[config.mk]
export PLATFORM = sky130hd
export DESIGN_NAME = bist_vec_counter
export DESIGN_NICKNAME = d
export VERILOG_FILES = /design/src/rtl/bist_vec_counter.sv
export SDC_FILE = /design/constraint.sdc
export NUM_CORES = 1
export LEC_CHECK = 0
export CAP_MARGIN = 20
export CORE_AREA = 2 2 39 41
export CTS_CLUSTER_SIZE = 40
export DETAILED_ROUTE_END_ITERATION = 8
export DIE_AREA = 0 0 41 43
export GPL_ROUTABILITY_DRIVEN = 0
export PLACE_DENSITY_LB_ADDON = 0.15
export SYNTH_ARGS = -nofsm -noshare
export SYNTH_HDL_FRONTEND = slang
export SYNTH_SLANG_ARGS = --single-unit
export TNS_END_PERCENT = 5
[constraint.sdc]
create_clock -name clk -period 5.4 [get_ports clk]
set_input_delay 0.54 -clock clk [delete_from_list [all_inputs] [get_ports clk]]
set_output_delay 0.54 -clock clk [all_outputs]
set_load 0.02 [all_outputs]
[src/rtl/bist_vec_counter.sv]
// Vector index and per-vector settle counter; each vector is held for
// SETTLE+1 enabled edges, and the index stops at the last vector instead of wrapping.
module bist_vec_counter #(
    parameter int N_IN   = 2,
    parameter int SETTLE = 2
) (
    input  logic            clk,
    input  logic            reset_n,
    input  logic            clr,
    input  logic            en,
    output logic [N_IN-1:0] vec,
    output logic            sample,
    output logic            last
);

    localparam logic [3:0]      SETTLE_C = 4'(SETTLE);
    localparam logic [N_IN-1:0] LAST_VEC = '1;

    logic [N_IN-1:0] vec_reg;
    logic [3:0]      cnt_reg;

    assign vec    = vec_reg;
    assign sample = (cnt_reg == SETTLE_C);
    assign last   = (vec_reg == LAST_VEC);

    always_ff @(posedge clk or negedge reset_n) begin
        if (!reset_n) begin
            vec_reg <= '0;
            cnt_reg <= '0;
        end else if (clr) begin
            vec_reg <= '0;
            cnt_reg <= '0;
        end else if (en) begin
            if (!sample) begin
                cnt_reg <= cnt_reg + 4'd1;
            end else if (!last) begin
                vec_reg <= vec_reg + 1'b1;
                cnt_reg <= '0;
            end
        end
    end

endmodule

* Yosys cells after proc, flatten, opt, wreduce, memory -nomap -nowiden
Index checks and enable logic that the tools add are counted.
Storage, ports and cells: flip-flop bits (word level) 6, bits of input ports 4, output and inout port bits 4, word-level logic and storage cells 20
Operators by class: $add $sub $neg 2, equality and inequality tests 4, muxes and demuxes 8, reduce and logical (&&, ||, !) cells 4
Operator list (count):
- $mux W4 | 4
- $mux W2 | 4
- $add A4 B1 Y4 const B | 1
- $eq A4 B2 Y1 const B | 1
- $reduce_bool A2 Y1 | 2
- $ne A3 B3 Y1 const B | 1
- $reduce_and A3 Y1 | 1
- $add A2 B1 Y2 const B | 1
- $eq A2 B2 Y1 const B | 1
- $ne A2 B2 Y1 const B | 1
- $reduce_and A2 Y1 | 1

* Logic depth before layout (Yosys ltp)
Gate-level depths: netlist of the first run.
depth after elaboration 5, mapped depth 6, depth with buffers taken out 6

* Worst setup path before layout of the first run
Ideal clock, no wire load.
path kind reg-to-reg, from register cnt_reg[0], to register vec_reg[0] (netlist: vec[0]), setup time 0.128 ns, arrival 1.561 ns, path slack 3.712 ns, stages on the path, launching flop included 6, buffers on the path 0, clock period less this slack 1.688 ns, cell sequence dfrtp_1 > inv_1 > ha_1 > or3b_4 > nor3b_4 > mux2_1
On the way: word-level cells in the longest chain between the ends 3
RTL lines:
- start, declared | line 20 | logic [3:0] cnt_reg;
- start signal, assigned | line 35 | cnt_reg <= cnt_reg + 4'd1;
- $eq A4 B2 Y1 | line 23 | assign sample = (cnt_reg == SETTLE_C);
- $reduce_bool A2 Y1 (no line)
- $reduce_and A3 Y1 (no line)
- end signal, assigned | line 37 | vec_reg <= vec_reg + 1'b1;
- end, declared | line 19 | logic [N_IN-1:0] vec_reg;
Every way passes these cells. A chain may end at the register's enable or synchronous reset.

* Worst setup path in the final report of the first run
from register cnt_reg[0], to output sample
On the way: word-level cells in the longest chain between the ends 1
RTL lines:
- $eq A4 B2 Y1 | line 23
- end, declared | line 12 | output logic sample,
Every way passes these cells.

==> flow_metrics.env, run 1 <==
export IMPL_cts_clk_slew_worst_paths_ns=0.04
export IMPL_syn_cell_area_um2=359.1
export IMPL_postRouteAntennaNets=0
export IMPL_fmax_mhz=397.5
export IMPL_ir_worst_vdd_mv=0.1552
export IMPL_via_per_inst=4.700
export IMPL_die_area_um2=1763
export IMPL_total_power_uw=104.7
export IMPL_synth_most_common_cell="dfrtp_1"
export IMPL_nFillCells=147
export IMPL_start_util=0.2595
export IMPL_coreArea_um2=1384
export IMPL_row_count=14
export IMPL_clock_sinks=6
export IMPL_die_w_um=41
export IMPL_vias=282
export IMPL_die_h_um=43
export IMPL_cp_end_kind="output pin"
export IMPL_cpLargestDelayFamily="buffers and inverters"
export IMPL_async_flop_share=1.000
export IMPL_critPathMaxStageDelay_ns=0.60
export IMPL_worst_setup_path_type="reg2out"
export IMPL_insertedDiodeCount=0
export IMPL_crit_slowest_cell="clkdlybuf4s50_1"
export IMPL_hold_path_class="in2async"
export IMPL_overflow=0
export IMPL_worstPathRequired_ns=4.86
export IMPL_cp_max_fo=4
export IMPL_finClkSkew_ns=0.001483
export IMPL_cts_buffers_inserted=3
export IMPL_clk_latency_ns=0.24
export IMPL_drt_pass1_iterations=2
export IMPL_power_density_nw_per_um2=223.8
export IMPL_seq_area_frac_synth=0.4181
export IMPL_ys_flop_type="dfrtp_1"
export IMPL_drcViolationCount=0
export IMPL_maxSlewHeadroom=0.7918
export IMPL_area_delta_synth_final_pct=30.31
export IMPL_crit_path_start_kind="register"
export IMPL_fin_ws_ns=2.884
export IMPL_synth_top_cells_by_count="dfrtp_1 (6), ha_1 (3), nand2_1 (3), nand2b_1 (3), nor2_1 (3)"
export IMPL_yosys_top_cells_area="dfrtp_1 (42%), ha_1 (10%), nand2b_1 (5.2%)"
export IMPL_drt_total_wl_um=702
export IMPL_drt_iter0_markers=6
export IMPL_path_cells="inv_1 -> ha_1 -> or3b_4 -> clkinv_1 -> clkdlybuf4s50_1"
export IMPL_hpwl_um=552.4
export IMPL_ios=8
export IMPL_drive_gt1_frac=0.1136
export IMPL_routedWlPerCell_um=11.70
export IMPL_slew_violations=0
export IMPL_ys_types=21
export IMPL_ys_ff_latch=6
export IMPL_syn_avg_cell_area_um2=10.26
export IMPL_largest_reg_flops=4
export IMPL_grt_pass1_wl_um=1214
export IMPL_cts_resized=0
export IMPL_hold_viol=0
export IMPL_finalSetupViolCount=0
export IMPL_path_buf_inv=3
export IMPL_grt_max_degree=11
export IMPL_cts_root_buf="clkbuf_4"
export IMPL_synth_top_area_frac=0.4181
export IMPL_maxCapViolations=0
export IMPL_power_leakage_uw=0.0002014
export IMPL_preCtsSetupSlack_ns=3.136
export IMPL_outcome="finished, final reports clean"
export IMPL_tns_ns=0
export IMPL_post_route_period_util=0.4659
export IMPL_cts_tree="built"
export IMPL_worst_slew_pin_slew_ns=0.3113
export IMPL_yosys_warnings=0
export IMPL_grt_pass1_vias=281
export IMPL_cts_path_max_buffers=2
export IMPL_antenna_found_initial=0
export IMPL_cts_hold_buf=0
export IMPL_syn_instance_count=35
export IMPL_ctsHtreeMaxLevel=1
export IMPL_synth_edf_count=0
export IMPL_syn_nets=42
export IMPL_grt_total_usage=0.1083
export IMPL_synth_largest_area_cell="dfrtp_1"
export IMPL_critical_path_arrival_ns=1.98
export IMPL_place_port_buffers=7
export IMPL_min_period_ns=2.516
export IMPL_rsz0062_at_grt="no"
export IMPL_nets=53
export IMPL_cts_setup_buffers=0
routing by layer:
metal	GRT usage	part of all wire
met3	0.07853	0.064
met5	0	0
met2	0.1531	0.52
met4	0.04000	0
met1	0.1221	0.41
final cells by class:
type	instances	area, µm²	share of cell area
Timing Repair Buffer	7	70.07	0.1497
Tap cell	16	20.02	0.04278
Inverter	3	11.26	0.02406
Multi-Input combinational cell	25	193.9	0.4144
Sequential cell	6	150.1	0.3209
Clock buffer	3	22.52	0.04813
cells by family (layout without fill, tap and decap cells):
| family | after synthesis | after routing | share of synthesized area |
|---|---|---|---|
| AO/OA/AOI/OAI | 5 | 5 | 0.1045 |
| multiplexers | 2 | 2 | 0.05923 |
| adder cells (fa/ha/maj) | 3 | 3 | 0.1045 |
| flip-flops | 6 | 6 | 0.4181 |
| AND/OR/NAND/NOR | 14 | 14 | 0.2474 |
| XOR/XNOR | 1 | 1 | 0.02439 |
| buffers and inverters | 4 | 13 | 0.04180 |
per-stage QoR:
step / hold slack (ns) / std cells / cell area, µm² / util
finish: 0.5496 / 60 / 467.9 / 0.3382
global route: 0.5465 / 60 / 467.9 / 0.3382
CTS: 0.5459 / 60 / 467.9 / 0.3382
detailed placement: 0.5702 / 57 / 445.4 / 0.3219
global placement: 0.5510 / 57 / 445.4 / 0.3219
floorplan: 0.2444 / 35 / 359.1 / -
placed cells by master (no fill, tap or decap), types with 2 or more instances in the layout:
cell and count:
dfrtp_1 6, nand2_1 3, nand2b_1 3, ha_1 3, inv_1 2, clkbuf_4 3
clkdlybuf4s50_1 7, nor2_1 3
final timing paths:
check,cells after the start,slack [ns],startpoint,to
max in group asynchronous,1,4.63,reset_n,cnt_reg[0]$_DFFE_PN0P_
min in group clk,2,0.57,cnt_reg[2]$_DFFE_PN0P_,cnt_reg[2]$_DFFE_PN0P_
hold / removal,1,0.55,reset_n,vec[0]$_DFFE_PN0P_
hold reg to reg,2,0.57,cnt_reg[2]$_DFFE_PN0P_,cnt_reg[2]$_DFFE_PN0P_
setup reg to reg,5,3.63,cnt_reg[0]$_DFFE_PN0P_,vec[0]$_DFFE_PN0P_
setup / recovery,5,2.88,cnt_reg[0]$_DFFE_PN0P_,sample
report_power, final:
group	switching, µW	internal [µW]	leakage [µW]
Clock	14.7	25.0	0.0000138
Sequential	1.87	46.9	0.0000824
Combinational	7.97	8.17	0.000105
No activity file was read; power rests on OpenSTA's default activity.
==> run 2: changes to the inputs <==
Clock period 5.4 ns to 2.6 ns, I/O delays scaled along.
==> flow_metrics.env, run 2 (same netlist as run 1, synthesis figures left out) <==
export IMPL_cp_max_fo=4
export IMPL_vias=288
export IMPL_final_util=0.3382
export IMPL_die_w_um=41
export IMPL_hold_viol=0
export IMPL_coreArea_um2=1384
export IMPL_grt_pass1_vias=312
export IMPL_cts_tree="built"
export IMPL_fmax_mhz=446.7
export IMPL_die_area_um2=1763
export IMPL_mostFrequentLayoutCell="clkdlybuf4s50_1"
export IMPL_area_delta_synth_final_pct=30.31
export IMPL_preCtsSetupSlack_ns=0.6120
export IMPL_drcViolationCount=0
export IMPL_worstPathRequired_ns=2.34
export IMPL_cts_resized=0
export IMPL_outcome="finished, final reports clean"
export IMPL_drive_gt1_frac=0.1136
export IMPL_grt_pass1_wl_um=1193
export IMPL_nets=53
export IMPL_crit_slowest_cell="clkdlybuf4s50_1"
export IMPL_drt_iter0_markers=10
export IMPL_maxCapViolations=0
export IMPL_final_cell_mix="clkdlybuf4s50_1 (7), dfrtp_1 (6)"
export IMPL_path_cells="inv_1 -> ha_1 -> or3b_4 -> clkinv_1 -> clkdlybuf4s50_1"
export IMPL_tns_ns=0
export IMPL_seq_power_share=0.468
export IMPL_min_period_ns=2.239
export IMPL_place_port_buffers=7
export IMPL_via_per_inst=4.800
export IMPL_cts_path_max_buffers=2
export IMPL_ir_worst_vdd_mv=0.2761
export IMPL_crit_path_start_kind="register"
export IMPL_intPower_uw=166.4
export IMPL_power_leakage_uw=0.0002014
export IMPL_die_h_um=43
export IMPL_slew_violations=0
export IMPL_drt_pass1_iterations=4
export IMPL_critPathMaxStageDelay_ns=0.59
export IMPL_antenna_found_initial=0
export IMPL_power_density_nw_per_um2=462.8
export IMPL_cts_clk_slew_worst_paths_ns=0.04
export IMPL_seq_area_um2=150.1
export IMPL_grt_max_degree=11
export IMPL_p_sw_uw=50.19
export IMPL_largest_reg_flops=4
export IMPL_cts_hold_buf=0
export IMPL_cts_root_buf="clkbuf_4"
export IMPL_nFillCells=157
export IMPL_critical_path_arrival_ns=1.98
export IMPL_post_route_period_util=0.8611
export IMPL_grt_total_usage=0.1091
export IMPL_maxSlewHeadroom=0.7732
export IMPL_fin_ws_ns=0.3612
export IMPL_worst_setup_path_type="reg2out"
export IMPL_drt_total_wl_um=673
export IMPL_cts_setup_buffers=0
export IMPL_path_buf_inv=3
export IMPL_insertedDiodeCount=0
export IMPL_finalSetupViolCount=0
export IMPL_clk_latency_ns=0.24
export IMPL_cp_end_kind="output pin"
export IMPL_multi_input_area_um2=193.9
export IMPL_start_util=0.2595
export IMPL_rsz0062_at_grt="no"
export IMPL_clkPwrFrac=0.379
export IMPL_cpLargestDelayFamily="buffers and inverters"
export IMPL_overflow=0
export IMPL_hold_path_class="in2async"
export IMPL_finClkSkew_ns=0.001123
export IMPL_postRouteAntennaNets=0
export IMPL_ios=8
export IMPL_worst_slew_pin_slew_ns=0.3392
export IMPL_ctsHtreeMaxLevel=1
export IMPL_hpwl_um=557.8
export IMPL_row_count=14
export IMPL_cts_buffers_inserted=3
export IMPL_p_comb_frac=0.153
export IMPL_routedWlPerCell_um=11.22
export IMPL_switching_share=0.2318
export IMPL_clock_sinks=6
run 2: cell counts in the layout (fill, tap and decap cells not counted):
Identical to the previous run, type by type.
run 2: power groups by stage:
stage	Sequential [µW]	Clock (µW)	Combinational [µW]
after floorplan	103	0	19.3
after global placement	103	0	32.8
after detailed placement	103	0	33.5
after CTS	101	88.0	33.6
after global routing	102	93.2	37.3
final	101	82.0	33.2
run 2: final timing paths:
kind                                   startpoint                      to  slack [ns]  cells after the start
hold reg to reg            cnt_reg[2]$_DFFE_PN0P_  cnt_reg[2]$_DFFE_PN0P_        0.57                      2
setup / recovery           cnt_reg[0]$_DFFE_PN0P_                  sample        0.36                      5
hold / removal                            reset_n      vec[1]$_DFFE_PN0P_        0.27                      1
setup reg to reg           cnt_reg[0]$_DFFE_PN0P_      vec[0]$_DFFE_PN0P_        0.83                      5
min in group clk           cnt_reg[2]$_DFFE_PN0P_  cnt_reg[2]$_DFFE_PN0P_        0.57                      2
max in group asynchronous                 reset_n  cnt_reg[2]$_DFFE_PN0P_        2.11                      1
run 2: final cells by class:
| cell class | count | share of cell area |
|---|---|---|
| clock buffer | 3 | 0.04813 |
| inverter | 3 | 0.02406 |
| multi-input combinational | 25 | 0.4144 |
| sequential | 6 | 0.3209 |
| tap | 16 | 0.04278 |
| timing repair buffer | 7 | 0.1497 |
run 2: layer usage:
| layer | GRT usage | vias up | routed length [µm] |
|---|---|---|---|
| met5 | 0 | - | 0 |
| met4 | 0.08000 | 0 | 8 |
| met3 | 0.06283 | 2 | 47 |
| met2 | 0.1531 | 11 | 344 |
| met1 | 0.1148 | 134 | 273 |
| li1 | - | 141 | - |
run 2: metrics by stage:
| step | area, µm² | cells | total power, µW | hold slack [ns] |
|---|---|---|---|---|
| 2_1_floorplan | 359.1 | 35 | 122.1 | -0.03559 |
| 3_3_place_gp | 445.4 | 57 | 135.4 | 0.5262 |
| 3_5_place_dp | 445.4 | 57 | 136.1 | 0.5287 |
| 4_1_cts | 467.9 | 60 | 222.8 | 0.2698 |
| 5_1_grt | 467.9 | 60 | 232.5 | 0.2803 |
| 6_report | 467.9 | 60 | 216.6 | 0.2710 |
==> RTL edit 1: new RTL, flow settings as in run 1 <==
Reset style: synchronous (`reset_n`), changed in one clocked block.
--- a/src/rtl/bist_vec_counter.sv
+++ b/src/rtl/bist_vec_counter.sv
@@ -23,7 +23,7 @@
     assign sample = (cnt_reg == SETTLE_C);
     assign last   = (vec_reg == LAST_VEC);
 
-    always_ff @(posedge clk or negedge reset_n) begin
+    always_ff @(posedge clk) begin
         if (!reset_n) begin
             vec_reg <= '0;
             cnt_reg <= '0;
Behaviour: differs if reset_n is asserted again (counterexample within 4 cycles, from zero or initial values and one cycle with reset_n low); with reset_n held inactive, the same outputs for 10 cycles.
==> RTL edit 1 against run 1 <==
  * Critical path depth decreased by 2
  * Sequential cell count unchanged
  * Synthesized area decreased by 19%
  * Critical path type unchanged
  * Hold slack got worse by 42 ps
  * Cell area decreased by 14%
  * Worst setup slack improved by 160 ps
  * Wire length decreased by 14%
  * Highest routed layer is now met4
  * Register-to-register slack improved by 290 ps
Power is not compared: it rests on default switching activity, and its combinational part moved more than twofold at a synthesized area within 25%.
==> RTL edit 1: results <==
[run_status]
outcome = complete, no violations

[place]
detailedPlace.worstSlack_ps = 3290
dpl_cell_area_um2 = 380
port_buffers = 7
hpwl_um = 480

[timing]
tightestPinTransition_ps = 218
final.setup_skew_ps = 3.94

[synthesis]
synth_adder_area_share_pct = 4.31
synth_sequential_area_ratio_pct = 41.4
synthMuxAreaShare_pct = 0
number_of_synthesized_flops_with_an_enable_pin = 0
xor_xnor_cell_area_share_of_the_yosys_netlist_pct = 6.03
netlist-cell-type-count = 19
async_set_or_reset_flop_fraction_in_the_synthesized_netlist_pct = 0
syn_nets = 38
synth_commonest_cells = 6 x dfxtp_1, 3 x a21oi_1, 3 x nor2_1
synth_compound_area_share_pct = 18.5
synthTopCellsByArea = dfxtp_1 41%, xor2_1 6.0%, a21oi_1 5.2%

[global_routing]
gr_util_all_layers_pct = 9.57
grt_pass1_wl_mm = 1.06
first_global_vias = 254
antenna_violations_before_repair = 0
grt_max_degree = 8

[routing]
first_iter_violations = 0
average_detailed_routed_wire_length_per_instance_um = 10.3
met2WireLength_um = 295
routedLengthMet1_um = 271
dr.max_layer_used = met4
wl_met3_um = 28
drt_pass1_iterations = 1
vias_per_cell = 4.66

[pwr]
ir_drop_worst_case_vdd_mv = 0.0670
switching_power_mw = 0.0185
power_leakage_nw = 0.162

[cells_and_area]
num-nets-final = 50
fraction_of_layout_instances_using_a_drive_strength_above_1_pct = 9.30
diodes = 0

[worst_hold_path]
min-delay-path-class = register to register

[worst_setup_path]
worstPathArrival_ps = 1810
crit_fanout = 6

[clocking]
clockBufferDepth = 2
cts.htree.levels = 1
clockRootBuffer = clkbuf_4
clkSlewWorstSetupHoldPaths_ps = 40
cts_resized = 0
cts_inserted_buffers = 3
==> RTL edit 1: cell types whose count changed in the layout (fill, tap and decap cells not counted), moves of 2 or more <==
cell / delta
a21oi_1: +2
dfrtp_1: -6
dfxtp_1: +6
ha_1: -2
nor3_1: +2
xor2_1: +2
==> RTL edit 1: routing by layer <==
metal	global-route usage, %	vias to the layer above
met4	10.0	0
li1	-	141
met3	3.14	2
met2	11.3	5
met5	0	-
met1	12.3	127
==> RTL edit 1: path summary, 6_finish.rpt <==
check | startpoint | to | slack [ps] | cells after the start
worst max-delay path | cnt_reg[1] | sample | 3050 | 3
worst min-delay path | vec[0] | vec[0] | 510 | 2
worst max register to register | cnt_reg[1] | vec[0] | 3920 | 3
worst min register to register | vec[0] | vec[0] | 510 | 2
==> RTL edit 1: final cells by class <==
class,count,area (um2)
Fill cell,147,981
Tap cell,16,20.0
Multi-Input combinational cell,25,163
Clock buffer,3,22.5
Timing Repair Buffer,7,70.1
Inverter,2,7.51
Sequential cell,6,120
==> RTL edit 1: power by group through the flow <==
stage / Clock, mW / Combinational [mW] / Sequential (mW)
after floorplan: 0 / 0.00291 / 0.0464
after detailed placement: 0 / 0.00654 / 0.0465
final: 0.0397 / 0.00652 / 0.0457
after global placement: 0 / 0.00647 / 0.0465
after CTS: 0.0427 / 0.00661 / 0.0457
after global routing: 0.0454 / 0.00723 / 0.0458
==> RTL edit 1: worst max-delay path, stage by stage (launching register included) <==
cell and delay (ps):
dfxtp_1 400, or4b_4 510, inv_1 70, clkdlybuf4s50_1 590
==> RTL edit 1: metrics by stage <==
stage	hold slack (ps)	util [%]	power, mW	cells
after floorplan	499	-	0.0493	33
after global placement	494	27.5	0.0530	56
after detailed placement	508	27.5	0.0531	56
after CTS	515	29.1	0.0950	59
after global routing	563	29.1	0.0984	59
final	507	29.1	0.0920	59
==> RTL edit 1: cells by family after synthesis <==
family | count (synthesis)
AND/OR/NAND/NOR | 14
buffers and inverters | 2
flip-flops | 6
XOR/XNOR | 2
adder cells (fa/ha/maj) | 1
AO/OA/AOI/OAI | 8
==> RTL edit 2: new RTL, flow settings as in run 1 <==
Without the edit above. The parameter `N_IN` goes from 2 to 1.
--- a/src/rtl/bist_vec_counter.sv
+++ b/src/rtl/bist_vec_counter.sv
@@ -1,7 +1,7 @@
 // Vector index and per-vector settle counter; each vector is held for
 // SETTLE+1 enabled edges, and the index stops at the last vector instead of wrapping.
 module bist_vec_counter #(
-    parameter int N_IN   = 2,
+    parameter int N_IN   = 1,
     parameter int SETTLE = 2
 ) (
     input  logic            clk,
Interface: changed (resized vec); port bits go from 8 to 7. The function was not compared with the original's and may differ.
==> RTL edit 2 against run 1 <==
  * Register-to-register slack gained 320 ps
  * Sequential share of layout area rose by 1.7 points
  * Cell area down 21%
  * Sequential cell count fell by 1
  * Worst setup slack better by 170 ps
  * Total power down 5.6%
  * Combinational power decreased by 14%
  * Wire length shrank 26%
  * Final cell count is 15% lower
  * Synthesized area down 24%
  * Clock power grew 10%
==> RTL edit 2: results <==
[run_status]
outcome = complete, no violations

[global_routing]
gr_util_all_layers_pct = 8.27
first_global_vias = 228
antenna_violations_before_repair = 0
grt_max_degree = 8
grt_pass1_wl_um = 883

[worst_setup_path]
crit_fanout = 6
worstPathArrival_ps = 1800
r2r-end = cnt_reg[1]
sum_of_buffers_and_inverters_on_the_critical_path = 2
crit_path_max_incr_delay_ps = 660
rrSetupSlack_ps = 3950
setup.worst_path.start = cnt_reg[0]

[timing]
final.setup_skew_ps = 5.86
slew_headroom_pct = 82.8

[pwr]
power_leakage_nw = 0.154
ir_drop_worst_case_vdd_mv = 0.136

[routing]
route.final.wire_length_um = 516
first_iter_violations = 5
num_vias = 222
drt_pass1_iterations = 3

[cells_and_area]
n_fill_cell = 156
num-nets-final = 42
largest_register_ffs = 4
fraction_of_layout_instances_using_a_drive_strength_above_1_pct = 11.4
diodes = 0

[synthesis]
yosysWarningCount = 0
synth_commonest_cells = 5 x dfrtp_1, 3 x nand2_1, 3 x nor2_1, 2 x a21oi_1, 2 x ha_1
synthTopCellsByArea = dfrtp_1 46%, ha_1 9.2%, nor3b_4 6.9%
syn_nets = 32
synth_sequential_area_ratio_pct = 46.1
netlist-cell-type-count = 16

[clocking]
clockBufferDepth = 2
cts_resized = 0
postCtsSetupBuffers = 0

[place]
detailedPlace.worstSlack_ps = 3300
port_buffers = 6
hpwl_um = 402
RTL edit 2: power breakdown:
group / internal [mW] / leakage, nW / switching, mW / total (mW)
clock network: 0.0280 / 0.0150 / 0.0158 / 0.0438
registers: 0.0394 / 0.0684 / 0.00193 / 0.0413
logic: 0.00704 / 0.0711 / 0.00674 / 0.0138
total: 0.0744 / 0.154 / 0.0245 / 0.0989
RTL edit 2: cell families (layout without fill, tap and decap cells):
kind of cell	count (synthesis)	count (layout)	share of synthesized area (%)
DFF	5	5	46.1
buffers and inverters	2	11	4.15
adders and majority gates	2	2	9.22
and+or+nand+nor	11	11	25.8
xor gates and xnor gates	1	1	3.23
AOI/OAI and AO/OA	5	5	11.5
RTL edit 2: routing by layer:
metal	part of all wire [%]	GRT usage, %	wire length, um	up-vias
li1	-	-	-	108
met5	0	0	0	-
met3	10	7.85	52	0
met1	41	8.47	211	105
met2	49	10.9	252	9
met4	0	4.00	0	0
RTL edit 2: how the worst max path moves through the flow:
stage,to,slack [ps],cells past startpoint
2_1_floorplan,sample,3920,3
3_3_place_gp,sample,3340,4
3_5_place_dp,sample,3300,4
4_1_cts,sample,3040,4
5_1_grt,sample,2930,4
6_report,sample,3060,4
RTL edit 2: metrics by stage:
step	area (um2)	hold WS [ps]	cells
after floorplan	272	244	26
after global placement	344	572	47
after detailed placement	344	561	47
final	370	514	51
after CTS	370	512	51
after global routing	370	526	51
RTL edit 2: cell type report:
| type | instances | area (um2) | share of cell area (%) |
|---|---|---|---|
| Multi-Input combinational cell | 19 | 135 | 36.5 |
| Sequential cell | 5 | 125 | 33.8 |
| Timing Repair Buffer | 6 | 60.1 | 16.2 |
| Clock buffer | 4 | 26.3 | 7.09 |
| Tap cell | 16 | 20.0 | 5.41 |
| Inverter | 1 | 3.75 | 1.01 |
